<file path="config.mk">
export PLATFORM = sky130hd
export DESIGN_NAME = block_avg_writer
export DESIGN_NICKNAME = d
export VERILOG_FILES = /design/src/rtl/block_avg_writer.sv
export SDC_FILE = /design/constraint.sdc
export NUM_CORES = 1
export LEC_CHECK = 0
export ABC_AREA = 1
export CELL_PAD_IN_SITES_DETAIL_PLACEMENT = 1
export CELL_PAD_IN_SITES_GLOBAL_PLACEMENT = 2
export CORE_MARGIN = 1.5
export CORE_UTILIZATION = 40
export DETAILED_ROUTE_END_ITERATION = 8
export HOLD_SLACK_MARGIN = 0.08
export PLACE_DENSITY = 0.77
export SLEW_MARGIN = 15
export SYNTH_ARGS = -nofsm -noshare
export SYNTH_HDL_FRONTEND = slang
export SYNTH_SLANG_ARGS = --single-unit
</file>
<file path="constraint.sdc">
create_clock -name clk -period 8.8 [get_ports clk]
set_clock_uncertainty 0.2 [all_clocks]
set_input_delay 0.88 -clock clk [delete_from_list [all_inputs] [get_ports clk]]
set_output_delay 0.88 -clock clk [all_outputs]
set_load 0.01 [all_outputs]
</file>
<file path="src/rtl/block_avg_writer.sv">
// block_avg_writer: reduces a raster pixel stream to per-tile averages and writes them row-major into the frame buffer.
module block_avg_writer #(
    parameter int SRC_WIDTH        = 640,
    parameter int SRC_HEIGHT       = 480,
    parameter int HORIZ_BLOCK_SIZE = 16,
    parameter int VERT_BLOCK_SIZE  = 20
) (
    input  logic        clk,
    input  logic        rst,
    input  logic        pix_valid,
    input  logic        pix_sof,
    input  logic [7:0]  pix_data,
    output logic [18:0] addrWrite,
    output logic [7:0]  dataWrite,
    output logic        wr_en,
    output logic        frame_done,
    output logic        sync_err
);
    localparam int COLS = SRC_WIDTH / HORIZ_BLOCK_SIZE;
    localparam int ROWS = SRC_HEIGHT / VERT_BLOCK_SIZE;
    localparam int XW   = $clog2(SRC_WIDTH);
    localparam int YW   = $clog2(SRC_HEIGHT + 1);
    localparam int HB   = $clog2(HORIZ_BLOCK_SIZE);
    localparam int CW   = XW - HB;
    localparam int LW   = $clog2(VERT_BLOCK_SIZE);
    localparam int RW   = $clog2(ROWS + 1);
    localparam int HSW  = $clog2(HORIZ_BLOCK_SIZE * 255 + 1);
    localparam int SW   = $clog2(HORIZ_BLOCK_SIZE * VERT_BLOCK_SIZE * 255 + 1);
    localparam logic [XW-1:0] X_LAST = XW'(SRC_WIDTH - 1);
    localparam logic [YW-1:0] Y_LAST = YW'(SRC_HEIGHT - 1);
    localparam logic [LW-1:0] L_LAST = LW'(VERT_BLOCK_SIZE - 1);

    typedef enum logic [1:0] {IDLE, RUN, DRAIN} state_t;
    state_t state, state_nx;

    logic [XW-1:0]  x, cx;
    logic [YW-1:0]  y, cy;
    logic [LW-1:0]  lit, cl;
    logic [RW-1:0]  trow, cr;
    logic [CW-1:0]  col;
    logic [HSW-1:0] hsum, hnext;
    logic [SW-1:0]  total;
    logic [SW-9:0]  avg;
    logic [SW-1:0]  acc [COLS];
    logic take, start, resync, fold, emit, last;

    always_ff @(posedge clk) begin
        if (rst) state <= IDLE;
        else     state <= state_nx;
    end

    always_comb begin
        state_nx = state == DRAIN ? IDLE : last ? DRAIN : take ? RUN : state;
    end

    // An SOF pixel always restarts the frame at (0,0), whether from IDLE or mid-frame.
    always_comb begin
        start  = pix_valid && pix_sof && state != DRAIN;
        resync = start && state == RUN && (x != '0 || y != '0);
        take   = pix_valid && (state == RUN || start);
        cx     = start ? '0 : x;
        cy     = start ? '0 : y;
        cl     = start ? '0 : lit;
        cr     = start ? '0 : trow;
        col    = cx[XW-1:HB];
        hnext  = cx[HB-1:0] == '0 ? HSW'(pix_data) : hsum + HSW'(pix_data);
        fold   = take && &cx[HB-1:0];
        total  = (cl == '0 ? '0 : acc[col]) + SW'(hnext);
        avg    = (SW-8)'(((SW+8)'(total) * (SW+8)'(205)) >> 16);
        emit   = fold && cl == L_LAST;
        last   = take && cx == X_LAST && cy == Y_LAST;
    end

    always_ff @(posedge clk) begin
        if (fold) acc[col] <= total;
    end

    always_ff @(posedge clk) begin
        if (rst) begin
            x          <= '0;
            y          <= '0;
            lit        <= '0;
            trow       <= '0;
            hsum       <= '0;
            wr_en      <= 1'b0;
            frame_done <= 1'b0;
            sync_err   <= 1'b0;
            addrWrite  <= '0;
            dataWrite  <= '0;
        end else begin
            wr_en      <= emit;
            frame_done <= last;
            if (resync) sync_err <= 1'b1;
            if (emit) begin
                addrWrite <= 19'(cr) * 19'(COLS) + 19'(col);
                dataWrite <= |avg[SW-9:8] ? 8'hff : avg[7:0];
            end
            if (take) begin
                hsum <= hnext;
                x    <= cx == X_LAST ? '0 : cx + XW'(1);
                y    <= cx == X_LAST ? cy + YW'(1) : cy;
                lit  <= cx != X_LAST ? cl : cl == L_LAST ? '0 : cl + LW'(1);
                trow <= cx == X_LAST && cl == L_LAST ? cr + RW'(1) : cr;
            end
        end
    end
endmodule

</file>
* After elaboration in Yosys (flattened, before gate mapping) *
Memory sizes are Yosys's and may differ from the RTL's.
Index checks and enable logic that the tools add are counted.

cells by class
  multiplexer cells = 16
  eq/ne operators = 7
  multipliers = 2
  $add $sub $neg = 7
  reduce and logical (&&, ||, !) cells = 20

operators by type and width
  kind                                                                  number
  17-bit by 8-bit multiplier with 25-bit output, second input constant  1
  5-bit two-way mux                                                     5
  10-bit two-way mux                                                    2
  9-bit two-way mux                                                     2
  17-bit by 12-bit adder with 17-bit output                             1
  17-bit two-way mux                                                    1
  11-bit by 6-bit adder with 12-bit output                              1
  12-bit by 8-bit adder with 12-bit output                              1
  12-bit two-way mux                                                    1
  10-bit by 1-bit adder with 10-bit output, second input constant       1
  5-bit by 1-bit adder with 5-bit output, second input constant         2
  10-bit == test, second input constant                                 1
  1-bit logical AND                                                     10
  10-bit != test, second input constant                                 1
  10-bit nonzero test                                                   1
  9-bit by 1-bit adder with 9-bit output, second input constant         1
  9-bit == test, second input constant                                  1
  9-bit nonzero test                                                    1
  5-bit by 3-bit multiplier with 8-bit output, second input constant    1
  8-bit two-way mux                                                     1
  5-bit == test, second input constant                                  1
  5-bit zero test                                                       1
  4-bit zero test                                                       1
  2-bit two-way mux                                                     2
  other kinds (9)                                                       11

word-level totals
  bits in registers = 73
  RAM bits = 680
  memories = 1
  input port bits = 12
  word-level logic and storage cells = 65
  output and inout bits = 30

memory list
  memory  depth  width  read ports  clocked after Yosys merged registers in  write ports  RTL line  source
  acc     40     17     1           0                                        1            44        logic [SW-1:0] acc [COLS];

* Logic depth before layout (Yosys ltp) *
Gate-level depths: netlist of the first run.

  depth after elaboration = 8
  gate-level depth with buffers = 46
  depth with buffers taken out = 44

* Least setup slack after synthesis of the first run *
Ideal clock, no wire load.

  path kind = input-to-reg
  start = input pix_valid
  end = register dataWrite[5]
  stages on the path = 41
  arrival = 8.435 ns
  setup time = 0.117 ns
  data required time = 8.483 ns
  path buffers = 3
  setup slack = 0.048 ns
  cells stage by stage = nand2_1 -> a21oi_1 -> buf_2 -> clkbuf_1 -> nor2_1 -> inv_1 -> ha_1 -> nand3_2 -> inv_1 -> buf_2 -> a21oi_1 -> nand2_1 -> nor2_1 -> ha_1 -> fa_1 -> nand3_1 -> nand2_1 -> a21oi_1 -> [... 5 more ...] -> xnor2_1 -> ha_1 -> ha_1 -> a21o_1 -> fa_1 -> inv_1 -> fa_1 -> inv_1 -> ha_1 -> a21o_1 -> a21boi_0 -> o21ai_0 -> a21oi_1 -> nand2_1 -> xor2_1 -> nand2_1 -> nor2_1 -> nor2_1

on the way
  cells in the longest elaborated chain, start to end = 8
  elaborated cells on any way between the ends = 18
  those cells by class = add/sub: 1; mul: 1; eq/ne: 1; mux: 5; reduce/logical: 9; memory: 1

ends and longest elaborated chain
  what                                                             RTL line  source
  from (decl)                                                      10        input logic pix_valid,
  1-bit logical AND * (2 in series)                                58        start = pix_valid && pix_sof && state != DRAIN;
  10-bit two-way mux / 5-bit two-way mux (equally long branches)   61, 63
  memory 40 x 17 bit, or another cell as far along                 -
  17-bit two-way mux / 12-bit two-way mux (equally long branches)  68, 66
  17-bit by 12-bit adder with 17-bit output *                      68        total = (cl == '0 ? '0 : acc[col]) + SW'(hnext);
  net total[14]                                                    42        logic [SW-1:0] total;
  17-bit by 8-bit multiplier with 25-bit output *                  69        avg = (SW-8)'(((SW+8)'(total) * (SW+8)'(205)) >> 16);
  8-bit two-way mux *                                              96        dataWrite <= |avg[SW-9:8] ? 8'hff : avg[7:0];
  to (signal assigned)                                             96
  to (decl)                                                        14        output logic [7:0] dataWrite,

Mark *: on every way through the listed nets, which the timed path passes. The rest lies on a longest branch.
A chain may end at the register's enable or synchronous reset.

* Final worst setup path of the first run *
  start = input pix_valid
  end = register dataWrite[6]

Same word-level chain as after synthesis.

==> flow_summary.yaml, run 1 <==
synthesis:
  yosysWarnings: 0
  synthesis.area_um2: 33060
  synth_cell_types: 52
  synth_area_leaders: "edfxtp_1 (62%), nand2_1 (4.5%), ha_1 (4.2%)"
  netlist.area_leader.share: 0.6176
  yosysTopAreaCell: "edfxtp_1"
  avgSynthCellArea_um2: 11.79
  ys_seq_elements: 746
  seq_area_frac_synth: 0.6576
  netlist_instances: 2805
floorplan:
  die_area_um2: 84380
  die_h_um: 290.5
  start_util: 0.4033
  io_pins: 42
  core_area_um2: 81980
  rows: 105
  dieWidth_um: 290.5
clock_network:
  path_clk_slew_ps: 60
  worstSkewPairLatency_ps: 660
  cts_buffers: 79
  post_cts_buffers: 0
  cts_tree: "yes"
  clock_path_buffers: 3
  htree_levels: 3
  root_buffer: "clkbuf_16"
  cts_resized: 0
  cts_sinks: 746
  cts_hold_buffers: 0
power:
  power_w: 0.008113
  internal_power_w: 0.006117
  comb_power_share: 0.110
  power_switching_w: 0.001996
  clockPowerShare: 0.410
  switching_share: 0.2460
  p_leak_nw: 14.76
  power.density_nw_per_um2: 209.4
  p_seq_frac: 0.480
  vdd_drop_max_uv: 130.2
global_route:
  overflow: 0
  grt_pass1_vias: 24300
  grt_max_degree: 43
  track_usage: 0.2430
  grt_pass1_wl_um: 154000
  antenna_found_initial: 2
cells_and_area:
  nFillCells: 8651
  synthToLayoutAreaGrowth_pct: 17.18
  nNetsFinal: 3188
  layout-drive-gt1-share: 0.1437
  antenna_cells: 0
flow_run:
  drv_cap: 0
sta:
  post-route-min-period_ps: 8291
  finalSetupViolCount: 0
  finalHoldViolations: 0
  finalMaxSlewViolations: 0
  fin_crit_sh: 0.9422
  tns_ps: 0
  max_slew_margin: 0.1764
  worst_slew_pin_slew_ps: 1234
  fmax_ghz: 0.1206
hold_path:
  hp-class: "reg -> reg"
route:
  drt_pass1_iterations: 5
  drc: 0
  viasPerCell: 5.555
  drtIter0Drc: 1823
  wirelength_um: 102900
  wl_per_cell_um: 24.74
  ant_nets: 0
  vias: 23110
setup_path:
  crit_top_cell: "nand2_1"
  cp_max_fo: 26
  worst_path_max_delay_cell: "fa_1"
  critPathMaxStageDelay_ps: 530
  critical_path_class: "in -> reg"
  end_kind: "register"
  worst_ep_arrival_time_ps: 8590
  cp.required_ps: 9100
  startpoint_type: "input pin"
outcome:
  outcome: "completed"
placement:
  portBuffers: 34
  hpwl_um: 69080
  gp_congestion: 0.8774
[power groups by stage]
stage                     combinational [W]  clock, W  sequential, W
final                              0.000896   0.00332        0.00390
after global routing                0.00103   0.00349        0.00389
after CTS                          0.000915   0.00337        0.00389
after detailed placement           0.000908         0        0.00397
after global placement             0.000893         0        0.00397
after floorplan                    0.000555         0        0.00397
[synth_stat cells, drive strengths merged]
cell	n
o21a	1
o2111ai	22
o221ai	18
clkbuf	28
nor4	19
a21boi	2
o211a	1
a22oi	8
dfxtp	66
o22ai	117
o211ai	4
edfxtp	680
conb	1
a31o	1
a22o	4
a31oi	9
nand2	409
clkinv	3
o21bai	9
inv	262
nand3b	17
fa	34
nand3	96
nor3	51
xnor2	13
a21oi	113
or3	3
o21ai	118
o22a	16
a21o	16
xor2	28
nor2	356
a221oi	2
buf	80
or2	52
o2bb2ai	1
o31ai	4
nand4	27
ha	112
and3	2
[state kept, by name (all words and copies together) (netlist names)]
register and flops:
sync_err 1, wr_en 1, acc 680, state 2
trow 5, dataWrite 8, addrWrite 12, x 10
y 9, frame_done 1, lit 5, hsum 12
[cell families after synthesis]
group           share of synthesized area
compound gates                    0.08606
other cells                     0.0001134
fa+ha+maj                         0.06298
simple gates                       0.1352
buf+inv                           0.04719
xor+xnor                          0.01086
flops                              0.6576
[area by class of cell]
type | instances | area [um^2] | share of cell area
Sequential cell | 746 | 21740 | 0.5612
Timing Repair Buffer | 246 | 2098 | 0.05416
Clock inverter | 48 | 514.2 | 0.01327
Tap cell | 1070 | 1339 | 0.03456
Inverter | 265 | 996.0 | 0.02571
Clock buffer | 93 | 2039 | 0.05265
Multi-Input combinational cell | 1692 | 10010 | 0.2584
[layer usage]
layer	track usage	up-vias	routed length [um]
met5	0	-	0
met4	0.08505	0	3419
met3	0.03036	177	5556
met2	0.4179	676	50430
met1	0.3170	11870	43500
li1	-	10380	-
[path summary, 6_finish.rpt]
path	startpoint	endpoint	slack (ps)	cells past startpoint
setup / recovery	pix_valid	dataWrite[6]	510	42
hold / removal	addrWrite[11]	addrWrite[11]	250	2
setup reg to reg	x[5]	dataWrite[6]	700	41
hold reg to reg	addrWrite[11]	addrWrite[11]	250	2
[placed cells by master (no fill, tap or decap), drive strengths merged, types with 16 or more instances in the layout]
master	count
nand3b	17
nand4	27
xor2	28
nand2	409
inv	265
clkbuf	93
o2111ai	22
a21oi	113
ha	112
clkdlybuf4s50	34
nor4	19
or2	52
fa	34
dfxtp	66
clkinv	36
a21o	16
nor3	51
edfxtp	680
o21ai	118
buf	212
nand3	96
o22ai	117
o221ai	18
nor2	356
o22a	16
[stage by stage]
stage	cell area (um^2)	setup slack, ps	cells	hold slack [ps]	util
2_1_floorplan	33080	47.97	2811	245.3	-
3_3_place_gp	36110	-258.8	4019	230.3	0.4405
3_5_place_dp	36120	-347.1	4019	240.4	0.4406
4_1_cts	38670	206.9	4160	249.8	0.4717
5_1_grt	38740	-54.48	4160	293.5	0.4726
6_report	38740	509.0	4160	246.3	0.4726
[worst max-delay path, delay by kind of cell]
family / cells / cell delay, ps
AO/OA/AOI/OAI: 10 / 1900
adder cells (fa/ha/maj): 6 / 2020
buffers and inverters: 6 / 1080
AND/OR/NAND/NOR: 20 / 2630
(Power assumes the default switching activity.)
==> run 2, diff against run 1 <==
CORE_MARGIN = 2   (was 1.5)
clock period = 6.96 ns   (was 8.8 ns; I/O delays follow)
==> run 2 against run 1 <==
Effect of this change:
- the run now ends with negative setup slack left
- count of clock-buffer cells in the layout is 9 higher
- die area increased by 0.69%
- hold slack better by 0.52 ps
- setup slack worse by 840 ps
- core utilization increased by 5.2 points
- sequential share of layout area fell by 5.6 points
- largest power group unchanged
- highest routed layer unchanged
==> flow_summary.yaml, run 2 (synthesized netlist as in run 1, its figures left out) <==
cells_and_area:
  final_cell_mix: "edfxtp_1 (680), buf_4 (435), nand2_1 (356)"
  synthToLayoutAreaGrowth_pct: 30.18
  ff_latch_area_um2: 21750
  top_register: "acc"
  layout-drive-gt1-share: 0.2823
  layout_commonest_cell: "edfxtp_1"
  largest_reg_flops: 680
  reg_top3: "acc x680, addrWrite x12, hsum x12"
  antenna_cells: 0
  multi_input_area_um2: 11500
  nFillCells: 8371
  nNetsFinal: 3479
route:
  wl_per_cell_um: 25.51
  wirelength_um: 113700
  drtIter0Drc: 1909
  drt_pass1_iterations: 5
  vias: 24760
  viasPerCell: 5.557
  ant_nets: 0
  drc: 0
setup_path:
  cp_max_fo: 8
  worstRegToRegCells: 41
  startpoint_type: "input pin"
  r2r_slack_ps: -330
  crit_top_cell: "inv_1"
  crit_start: "pix_sof"
  worst_path_max_delay_cell: "fa_1"
  worst_ep_arrival_time_ps: 7600
  r2r_start: "state[0]"
  endpoint: "dataWrite[7]"
  critical_path_class: "in -> reg"
  critPathMaxStageDelay_ps: 540
  end_kind: "register"
  cp.required_ps: 7270
  r2r-end: "dataWrite[7]"
global_route:
  grt_max_degree: 42
  track_usage: 0.2669
  overflow: 0
  grt_use_met3: 0.05177
  grt_pass1_wl_um: 168900
  grt.busiest_layer: "met2"
  grt_pass1_vias: 26830
  antenna_found_initial: 0
  use_met2: 0.4538
  grt.met1_usage: 0.3370
placement:
  portBuffers: 34
  hpwl_um: 74020
  preCtsSetupSlack_ps: -1680
  gp_congestion: 0.8782
sta:
  rsz0062_at_grt: "true"
  finalHoldViolations: 0
  max_slew_margin: 0.2518
  fin_crit_sh: 1.048
  fin_ws_ps: -330.7
  post-route-min-period_ps: 7291
  finalMaxSlewViolations: 0
  finalSetupViolCount: 8
  tns_ps: -2193
  fmax_ghz: 0.1372
  worst_slew_pin_slew_ps: 1121
clock_network:
  cts_tree: "yes"
  worstSkewPairLatency_ps: 660
  root_buffer: "clkbuf_16"
  clock_path_buffers: 3
  htree_levels: 3
  path_clk_slew_ps: 60
  cts_sinks: 746
  cts_buffers: 81
  cts_hold_buffers: 0
floorplan:
  die_h_um: 291.5
  core_area_um2: 81980
  die_area_um2: 84970
  io_pins: 42
  start_util: 0.4033
  dieWidth_um: 291.5
  rows: 105
flow_run:
  drv_cap: 0
outcome:
  violations: "negative setup slack"
  outcome: "finished, violations left"
power:
  power.density_nw_per_um2: 251.5
  vdd_drop_max_uv: 184.6
  p_leak_nw: 16.57
hold_path:
  hp-class: "reg -> reg"
==> run 2: how the worst min path moves through the flow <==
stage	start	endpoint	slack [ps]	cells after the start
after CTS	addrWrite[11]	addrWrite[11]	250	2
after floorplan	lit[0]	lit[0]	250	2
after global routing	addrWrite[11]	addrWrite[11]	280	2
final	addrWrite[11]	addrWrite[11]	250	2
after detailed placement	addrWrite[11]	addrWrite[11]	240	2
after global placement	addrWrite[11]	addrWrite[11]	230	2
==> run 2: metrics by stage <==
stage	cells	power [W]	util	hold slack, ps	area (um^2)
2_1_floorplan	2811	0.005795	-	245.3	33650
3_3_place_gp	4231	0.006321	0.4674	233.1	38320
3_5_place_dp	4231	0.006365	0.4674	238.3	38320
4_1_cts	4444	0.01082	0.5204	247.4	42660
5_1_grt	4456	0.01124	0.5250	277.9	43040
6_report	4456	0.01083	0.5250	246.9	43040
==> run 2: timing repair <==
action	4_1_cts	5_1_grt
pin swaps	101	47
resized for setup	233	56
setup endpoints to repair	8	8
cloned	5	0
buffers inserted	64	12
==> run 2: per-layer routing <==
layer | wire length [um] | share of wire
met5 | 0 | 0
met4 | 4595 | 0.040
met3 | 7573 | 0.067
met2 | 55770 | 0.49
met1 | 45730 | 0.40
==> run 2: power by group <==
group	leakage [nW]	switching, W	total, W	internal (W)
clock network	1.26	0.00187	0.00428	0.00241
registers	6.50	0.00000513	0.00492	0.00492
logic	8.81	0.000915	0.00162	0.000703
==> run 2: area by class of cell <==
cell class	count	share of cell area
Clock inverter	46	0.01009
Clock buffer	102	0.05038
Multi-Input combinational cell	1692	0.2672
Sequential cell	746	0.5053
Timing Repair Buffer	535	0.1119
Inverter	265	0.02410
Tap cell	1070	0.03111
==> run 2: worst max-delay path, delay by kind of cell <==
kind                       cells  cell delay, ps
AOI/OAI and AO/OA              6            1120
xor gates and xnor gates       2             270
adders and majority gates      6            2450
buffers and inverters         14            1450
and+or+nand+nor               14            1570
